===== src/rtl/execute_muldiv.sv =====
// Iterative 32x32 multiply / 32/32 divide unit with architectural HI/LO registers.
// One result bit per cycle: 32 ITER cycles, one FIX cycle for sign correction, one DONE pulse.
module execute_muldiv (
   input  logic        i_clk,
   input  logic        i_rst_n,
   input  logic        i_start,
   input  logic [2:0]  i_op,
   input  logic [31:0] i_busA,
   input  logic [31:0] i_busB,
   input  logic        i_exception,
   output logic        o_busy,
   output logic        o_done,
   output logic        o_div_by_zero,
   output logic [31:0] o_hi,
   output logic [31:0] o_lo
);

   typedef enum logic [1:0] {StIdle, StIter, StFix, StDone} state_e;

   localparam logic [2:0] OpMult  = 3'b001;
   localparam logic [2:0] OpMultu = 3'b010;
   localparam logic [2:0] OpDiv   = 3'b011;
   localparam logic [2:0] OpDivu  = 3'b100;
   localparam logic [2:0] OpMthi  = 3'b101;
   localparam logic [2:0] OpMtlo  = 3'b110;

   state_e      state_q, state_d;
   logic [4:0]  cnt_q, cnt_d;
   logic [31:0] acc_hi_q, acc_hi_d;
   logic [31:0] acc_lo_q, acc_lo_d;
   logic [31:0] opnd_q, opnd_d;
   logic        is_div_q, is_div_d;
   logic        neg_q, neg_d;
   logic        rneg_q, rneg_d;
   logic        dz_q, dz_d;
   logic [31:0] hi_q, hi_d;
   logic [31:0] lo_q, lo_d;

   logic        op_is_div;
   logic        op_signed;
   logic [31:0] abs_a;
   logic [31:0] abs_b;
   logic [32:0] mul_sum;
   logic [32:0] div_shift;
   logic [31:0] div_sub;
   logic        div_ge;
   logic [63:0] prod_fix;
   logic [31:0] quot_fix;
   logic [31:0] rem_fix;

   assign op_is_div = (i_op == OpDiv) || (i_op == OpDivu);
   assign op_signed = (i_op == OpMult) || (i_op == OpDiv);
   assign abs_a     = (op_signed && i_busA[31]) ? -i_busA : i_busA;
   assign abs_b     = (op_signed && i_busB[31]) ? -i_busB : i_busB;

   // Multiply: acc_lo holds the remaining multiplier bits and collects product low bits.
   assign mul_sum   = {1'b0, acc_hi_q} + (acc_lo_q[0] ? {1'b0, opnd_q} : 33'd0);

   // Divide: acc_hi is the partial remainder, acc_lo shifts dividend out and quotient in.
   // A successful trial subtraction always leaves a result below 2^32, so 32 bits suffice.
   assign div_shift = {acc_hi_q, acc_lo_q[31]};
   assign div_ge    = div_shift >= {1'b0, opnd_q};
   assign div_sub   = div_shift[31:0] - opnd_q;

   assign prod_fix  = neg_q ? -{acc_hi_q, acc_lo_q} : {acc_hi_q, acc_lo_q};
   assign quot_fix  = neg_q ? -acc_lo_q : acc_lo_q;
   assign rem_fix   = rneg_q ? -acc_hi_q : acc_hi_q;

   always_comb begin
      state_d  = state_q;
      cnt_d    = cnt_q;
      acc_hi_d = acc_hi_q;
      acc_lo_d = acc_lo_q;
      opnd_d   = opnd_q;
      is_div_d = is_div_q;
      neg_d    = neg_q;
      rneg_d   = rneg_q;
      dz_d     = dz_q;
      hi_d     = hi_q;
      lo_d     = lo_q;

      case (state_q)
         StIdle: begin
            if (i_start) begin
               case (i_op)
                  OpMult, OpMultu, OpDiv, OpDivu: begin
                     if (op_is_div && (i_busB == 32'd0)) begin
                        state_d = StDone;
                        dz_d    = 1'b1;
                     end else begin
                        state_d  = StIter;
                        cnt_d    = 5'd0;
                        acc_hi_d = 32'd0;
                        acc_lo_d = op_is_div ? abs_a : abs_b;
                        opnd_d   = op_is_div ? abs_b : abs_a;
                        is_div_d = op_is_div;
                        neg_d    = op_signed && (i_busA[31] ^ i_busB[31]);
                        rneg_d   = op_signed && op_is_div && i_busA[31];
                        dz_d     = 1'b0;
                     end
                  end
                  OpMthi:  hi_d = i_busA;
                  OpMtlo:  lo_d = i_busA;
                  default: ;
               endcase
            end
         end
         StIter: begin
            cnt_d = cnt_q + 5'd1;
            if (is_div_q) begin
               acc_hi_d = div_ge ? div_sub : div_shift[31:0];
               acc_lo_d = {acc_lo_q[30:0], div_ge};
            end else begin
               acc_hi_d = mul_sum[32:1];
               acc_lo_d = {mul_sum[0], acc_lo_q[31:1]};
            end
            if (cnt_q == 5'd31) begin
               state_d = StFix;
            end
         end
         StFix: begin
            state_d = StDone;
            if (is_div_q) begin
               hi_d = rem_fix;
               lo_d = quot_fix;
            end else begin
               hi_d = prod_fix[63:32];
               lo_d = prod_fix[31:0];
            end
         end
         StDone: begin
            state_d = StIdle;
            dz_d    = 1'b0;
         end
         default: state_d = StIdle;
      endcase

      // A flush overrides everything above, including a same-cycle request.
      if (i_exception) begin
         state_d = StIdle;
         cnt_d   = 5'd0;
         dz_d    = 1'b0;
         hi_d    = hi_q;
         lo_d    = lo_q;
      end
   end

   always_ff @(posedge i_clk) begin
      if (!i_rst_n) begin
         state_q  <= StIdle;
         cnt_q    <= 5'd0;
         acc_hi_q <= 32'd0;
         acc_lo_q <= 32'd0;
         opnd_q   <= 32'd0;
         is_div_q <= 1'b0;
         neg_q    <= 1'b0;
         rneg_q   <= 1'b0;
         dz_q     <= 1'b0;
         hi_q     <= 32'd0;
         lo_q     <= 32'd0;
      end else begin
         state_q  <= state_d;
         cnt_q    <= cnt_d;
         acc_hi_q <= acc_hi_d;
         acc_lo_q <= acc_lo_d;
         opnd_q   <= opnd_d;
         is_div_q <= is_div_d;
         neg_q    <= neg_d;
         rneg_q   <= rneg_d;
         dz_q     <= dz_d;
         hi_q     <= hi_d;
         lo_q     <= lo_d;
      end
   end

   assign o_busy        = (state_q == StIter) || (state_q == StFix);
   assign o_done        = (state_q == StDone);
   assign o_div_by_zero = (state_q == StDone) && dz_q;
   assign o_hi          = hi_q;
   assign o_lo          = lo_q;

endmodule


===== config.mk =====
export PLATFORM = sky130hd
export DESIGN_NAME = execute_muldiv
export DESIGN_NICKNAME = d
export VERILOG_FILES = /design/src/rtl/execute_muldiv.sv
export SDC_FILE = /design/constraint.sdc
export NUM_CORES = 1
export LEC_CHECK = 0
export CELL_PAD_IN_SITES_DETAIL_PLACEMENT = 0
export CELL_PAD_IN_SITES_GLOBAL_PLACEMENT = 1
export CORE_ASPECT_RATIO = 0.9
export CORE_MARGIN = 1
export CORE_UTILIZATION = 44
export CTS_CLUSTER_SIZE = 30
export DETAILED_ROUTE_END_ITERATION = 12
export GPL_TIMING_DRIVEN = 0
export MAX_ROUTING_LAYER = met4
export PLACE_DENSITY = 0.93
export SLEW_MARGIN = 15
export SYNTH_ARGS = -nofsm -noshare
export SYNTH_HDL_FRONTEND = slang
export SYNTH_SLANG_ARGS = --single-unit

===== constraint.sdc =====
create_clock -name i_clk -period 4.13 [get_ports i_clk]
set_input_delay 0.413 -clock i_clk [delete_from_list [all_inputs] [get_ports i_clk]]
set_output_delay 0.413 -clock i_clk [all_outputs]
set_load 0.02 [all_outputs]

# --- After elaboration in Yosys (flattened, before gate mapping) ---
# Cells that the tools add are included.
# Widths: inputs -> output; s select.
word_totals:
  regBits: 171
  in_bits: 71
  output_inout_bits: 67
  elab_cells: 103
classes:
  n_addsub: 8
  order_cmp: 1
  eq_ne: 16
  muxes: 40
  bitwise: 4
  reduce_logical: 23
op_table:
  columns: ["op", "n"]
  rows:
  - ["$mux 32", 22]
  - ["$pmux 32 s2", 4]
  - ["$neg 32->32", 4]
  - ["$mux 64", 1]
  - ["$neg 64->64", 1]
  - ["$add 32x32->33", 1]
  - ["$ge 33x32->1", 1]
  - ["$logic_not 32->1", 1]
  - ["$sub 32x32->32", 1]
  - ["$reduce_and 4->1", 4]
  - ["$mux 5", 3]
  - ["$pmux 5 s2", 1]
  - ["$eq 3x3->1 const B", 3]
  - ["$mux 2", 4]
  - ["$pmux 2 s4", 1]
  - ["$logic_and 1x1->1", 7]
  - ["$eq 3x2->1 const B", 2]
  - ["$ne 2x1->1 const B", 3]
  - ["$ne 2x2->1 const B", 3]
  - ["$reduce_and 3->1", 2]
  - ["$reduce_bool 2->1", 3]
  - ["$add 5x1->5 const B", 1]
  - ["$eq 5x5->1 const B", 1]
  - ["$eq 2x2->1 const B", 2]
  - ["other kinds (10)", 16]

# --- Longest topological paths before layout ---
logic_depth:
  word_depth: 9
  mapped_depth: 15
  depth_no_buf: 13

# --- Worst setup path before layout ---
# Ideal clock, no wire load.
synth_timing:
  kind: "flip-flop to flip-flop"
  start: "register acc_lo_q[0]"
  end: "register acc_hi_q[25]"
  setup_ns: 0.127
  arrival_ns: 2.834
  required_time_ns: 4.003
  slack_ns: 1.169
  stages_incl_launch_ff: 15
  n_path_buf: 1
  period_less_slack_ns: 2.961
  path_cell_list: "dfxtp_1 -> clkbuf_1 -> and2_1 -> ha_1 -> inv_1 -> fa_1 -> nor2b_1 -> o2111ai_1 -> a31o_2 -> a211o_1 -> a21oi_1 -> o21bai_1 -> a21oi_1 -> nor3b_1 -> or3_1"
synth_via:
  elab_chain_len: 4
synth_rtl:
  columns: ["element", "line_no", "source"]
  rows:
  - ["start, declared", "30", "logic [31:0] acc_lo_q, acc_lo_d;"]
  - ["start signal, assigned", "165", "acc_lo_q <= acc_lo_d;"]
  - ["$mux 32", "57", "assign mul_sum = {1'b0, acc_hi_q} + (acc_lo_q[0] ? {1'b0, opnd_q} : 33'd0);"]
  - ["$add 32x32->33", "57", null]
  - ["$mux 32", "110", "if (is_div_q) begin"]
  - ["$pmux 32 s2", "82", "case (state_q)"]
  - ["end signal, assigned", "164", "acc_hi_q <= acc_hi_d;"]
  - ["end, declared", "29", "logic [31:0] acc_hi_q, acc_hi_d;"]
# No other way between the ends.
# A chain may end at the register's enable or synchronous reset.

# --- Final worst setup path ---
layout_timing:
  start: "register acc_lo_q[0]"
  end: "register acc_hi_q[28]"
# The elaborated chain is that of the path after synthesis.

==> out/metrics.csv <==
stage;metric;value;unit
critical_path;cp_max_fo;10;
floorplanning;core;0.03411;mm2
yosys;synth_xor_area_frac;0.1009;
drt;ant_nets;0;
run_status;violations;design-rule violations;
finish;fill_cells;3432;
cts;clock_latency;0.46;ns
grt;grt_max_degree;17;
yosys;netlist_area;0.01528;mm2
drt;routed_via_density;6.299;
placement;portBuffers;136;
critical_path;reg2reg_slack;0.16;ns
finish;multi_input_area;0.01104;mm2
placement;place_hpwl;56.10;mm
drt;vias;17030;
power_and_ir_drop;switching_share;0.3906;
run_status;status;complete, but fails checks;
sta;rsz0062_at_grt;no;
yosys;synth_top_cells_by_count;207 x a21oi_1, 192 x nand2_1, 177 x nor2_1, 171 x dfxtp_1, 137 x o21ai_0;
drt;wirelength;69.20;mm
cts;cts_num_sinks;171;
min_path;min-delay-start;o_hi[18]$_SDFFE_PN0P_;
sta;drv_slew;0;
finish;regArea;0.003423;mm2
min_path;hp-class;flip-flop to flip-flop;
power_and_ir_drop;seq_power_share;0.334;
finish;fin_util;0.5226;
floorplanning;io_pins;138;
critical_path;required;4.51;ns
yosys;synth_top_family_by_area;compound AO/OA/AOI/OAI gates;
grt;grt_pass1_vias;15400;
yosys;synth_area_leaders;dfxtp_1 22%, a21oi_1 6.8%, ha_1 6.1%, xnor2_1 5.4%, nand2_1 4.7%;
cts;htreeDepth;4;
yosys;yosys.area.top_type_share;0.2241;
critical_path;r2r_start;acc_lo_q[0]$_SDFFE_PN0P_;
yosys;yosysTopAreaCell;dfxtp_1;
grt;met2_usage;0.5692;
power_and_ir_drop;p_leak;6.976;nW
drt;drt_iter0_drc;1959;
power_and_ir_drop;pwr-share-clk;0.311;
sta;setup_slack;0.1586;ns
sta;slew_headroom;0.2276;
sta;fmax;251.8;MHz
critical_path;critPathCaptureType;flip-flop;
cts;cts_made_buffers;17;
cts;cts_setup_buffers;0;
sta;skew;0.01668;ns
floorplanning;start_util;0.4479;
cts;clkSlewWorstSetupHoldPaths;0.07;ns
drt;avgRoutedWirePerCell;25.60;um
power_and_ir_drop;ir_drop;0.0002264;V
grt;gr-usage-met3;0.07336;
yosys;synthFlopType;dfxtp_1;
critical_path;worstReg2RegEnd;acc_hi_q[28]$_SDFFE_PN0P_;
sta;setup-violations-final;0;
yosys;synth.avg_cell_area;7.367;um2
yosys;yosys.cell_types.count;86;
yosys;synth_most_common_cell;a21oi_1;
drt;drtPass1Iterations;10;
grt;busiest_layer;met2;
sta;max_slew.worst_pin.slew;1.159;ns
floorplanning;fp.dieArea;0.03547;mm2
yosys;synthAdderAreaFrac;0.06322;
yosys;synthCells;2074;
power_and_ir_drop;power_per_cell_area;309.4;mW/mm2
finish;final_nets;2375;
yosys;synth_warnings;0;
critical_path;rr_worst_depth;13;
grt;use_met1;0.5468;
yosys;ys_seq_area_frac;0.2241;
placement;place_inst;2672;
cts;clockBufferDepth;2;
min_path;holdPathStages;1;
yosys;yosys.area_share.simple;0.2201;
placement;gp_congestion;1.026;
job;maxCapViolations;0;
yosys;ys_seq_elements;171;
power_and_ir_drop;internal_power;3.361;mW
sta;hold_viol;0;
drt;drc_errors;4;
critical_path;cp.arrival;4.35;ns
floorplanning;die-width;198.4;um
yosys;syn_nets;2221;
grt;grt_overflow;0;
sta;min_period;3.971;ns
floorplanning;rows;64;
critical_path;critPathKind;flip-flop to flip-flop;
cts;cts_tree;built;
power_and_ir_drop;power.switching;2.154;mW
cts;cts_hold_buf;0;
yosys;synth_compound_area_frac;0.2948;
floorplanning;fp.dieH;178.8;um
finish;syn_to_final_growth;16.67;%
yosys;async_reset_ff_frac;0;
power_and_ir_drop;combPwrFrac;0.355;
yosys;muxShareOfSynthArea;0.04234;
min_path;whs_endpoint;o_hi[18]$_SDFFE_PN0P_;
cts;root_buffer;clkbuf_16;
grt;track_usage;0.3957;
sta;period_share;0.9616;
critical_path;start_kind;flip-flop;
placement;pre_cts_ws;-0.2656;ns
grt;grt_antenna_before_repair;0;
sta;whs;0.4539;ns
grt;grt_pass1_wl;99.86;mm
finish;final_cell_count_no_fill;2703;
yosys;synth_edf_count;0;
finish;drive_gt1_frac;0.04286;
## how the worst max path moves through the flow
stage	cells after the start	end	slack, ns	from
finish	13	acc_hi_q[28]$_SDFFE_PN0P_	0.16	acc_lo_q[0]$_SDFFE_PN0P_
global route	13	acc_hi_q[30]$_SDFFE_PN0P_	0.02	acc_lo_q[0]$_SDFFE_PN0P_
CTS	13	acc_hi_q[28]$_SDFFE_PN0P_	0.08	acc_lo_q[0]$_SDFFE_PN0P_
detailed placement	14	acc_hi_q[28]$_SDFFE_PN0P_	-0.27	acc_lo_q[0]$_SDFFE_PN0P_
global placement	14	acc_hi_q[28]$_SDFFE_PN0P_	-0.24	acc_lo_q[0]$_SDFFE_PN0P_
floorplan	14	acc_hi_q[25]$_SDFFE_PN0P_	1.17	acc_lo_q[0]$_SDFFE_PN0P_
## placed cells by master, fill, tap and decap left out, types with 72 or more instances in the layout
cell type	Yosys	routed
xor2_1	81	81
a21oi_1	207	207
ha_1	74	74
nor2_1	177	177
xnor2_1	95	95
clkdlybuf4s50_1	0	136
o21ai_0	137	136
nand2_1	192	192
clkbuf_1	119	120
dfxtp_1	171	171
inv_1	72	72
## power by group through the flow
stage	registers (mW)	logic, mW	clock network [mW]
after floorplan	1.87	1.18	0
after global placement	1.87	1.88	0
after detailed placement	1.87	1.89	0
after CTS	1.84	1.89	1.70
after global routing	1.85	2.07	1.75
final	1.84	1.96	1.71
## metrics by stage
step	instance area [um2]	TNS [ns]	total power [mW]
2_1_floorplan	15280	0	3.051
3_3_place_gp	17220	-0.4272	3.748
3_5_place_dp	17230	-0.4723	3.758
4_1_cts	17810	0	5.427
5_1_grt	17820	0	5.674
6_report	17830	0	5.516
## layout make-up
type / count / share of cell area
antenna: 1 / 0.0001404
clock inverter: 9 / 0.006247
inverter: 73 / 0.01537
buffer: 139 / 0.03123
sequential: 171 / 0.1920
multi-input combinational: 1690 / 0.6196
clock buffer: 22 / 0.02660
tap: 462 / 0.03243
timing repair buffer: 136 / 0.07637
## state kept, by name, indices dropped and copies added (netlist names)
register,count
acc_lo_q,32
rneg_q,1
o_hi,32
is_div_q,1
state_q,2
o_lo,32
cnt_q,5
dz_q,1
acc_hi_q,32
neg_q,1
opnd_q,32
## cells by family after synthesis
kind of cell | Yosys count
compound gates | 694
simple gates | 681
buf+inv | 213
xor+xnor | 176
flops | 171
fa+ha+maj | 76
mux | 63
## worst max-delay path, cell delays in order, from the launching register on
cell	delay, ns
dfxtp_1	0.49
inv_1	0.23
clkbuf_1	0.40
nor2_1	0.08
ha_1	0.38
o211ai_1	0.19
o211ai_1	0.44
a311oi_1	0.21
o31ai_2	0.44
a21boi_2	0.19
o221ai_1	0.23
xor2_1	0.26
o221ai_1	0.14
o21ai_0	0.20
## timing repair
item | CTS | global route
pin swaps | 0 | 0
endpoints found under the setup margin | 2 | 9
resized for setup | 2 | 4
hold endpoints to repair | 0 | 0
## layer usage
metal	vias to the layer above	share of wire
met4	0	0.036
met3	119	0.11
met1	8101	0.44
li1	7841	-
met5	-	0
met2	964	0.42
No activity file was read; power rests on OpenSTA's default activity.
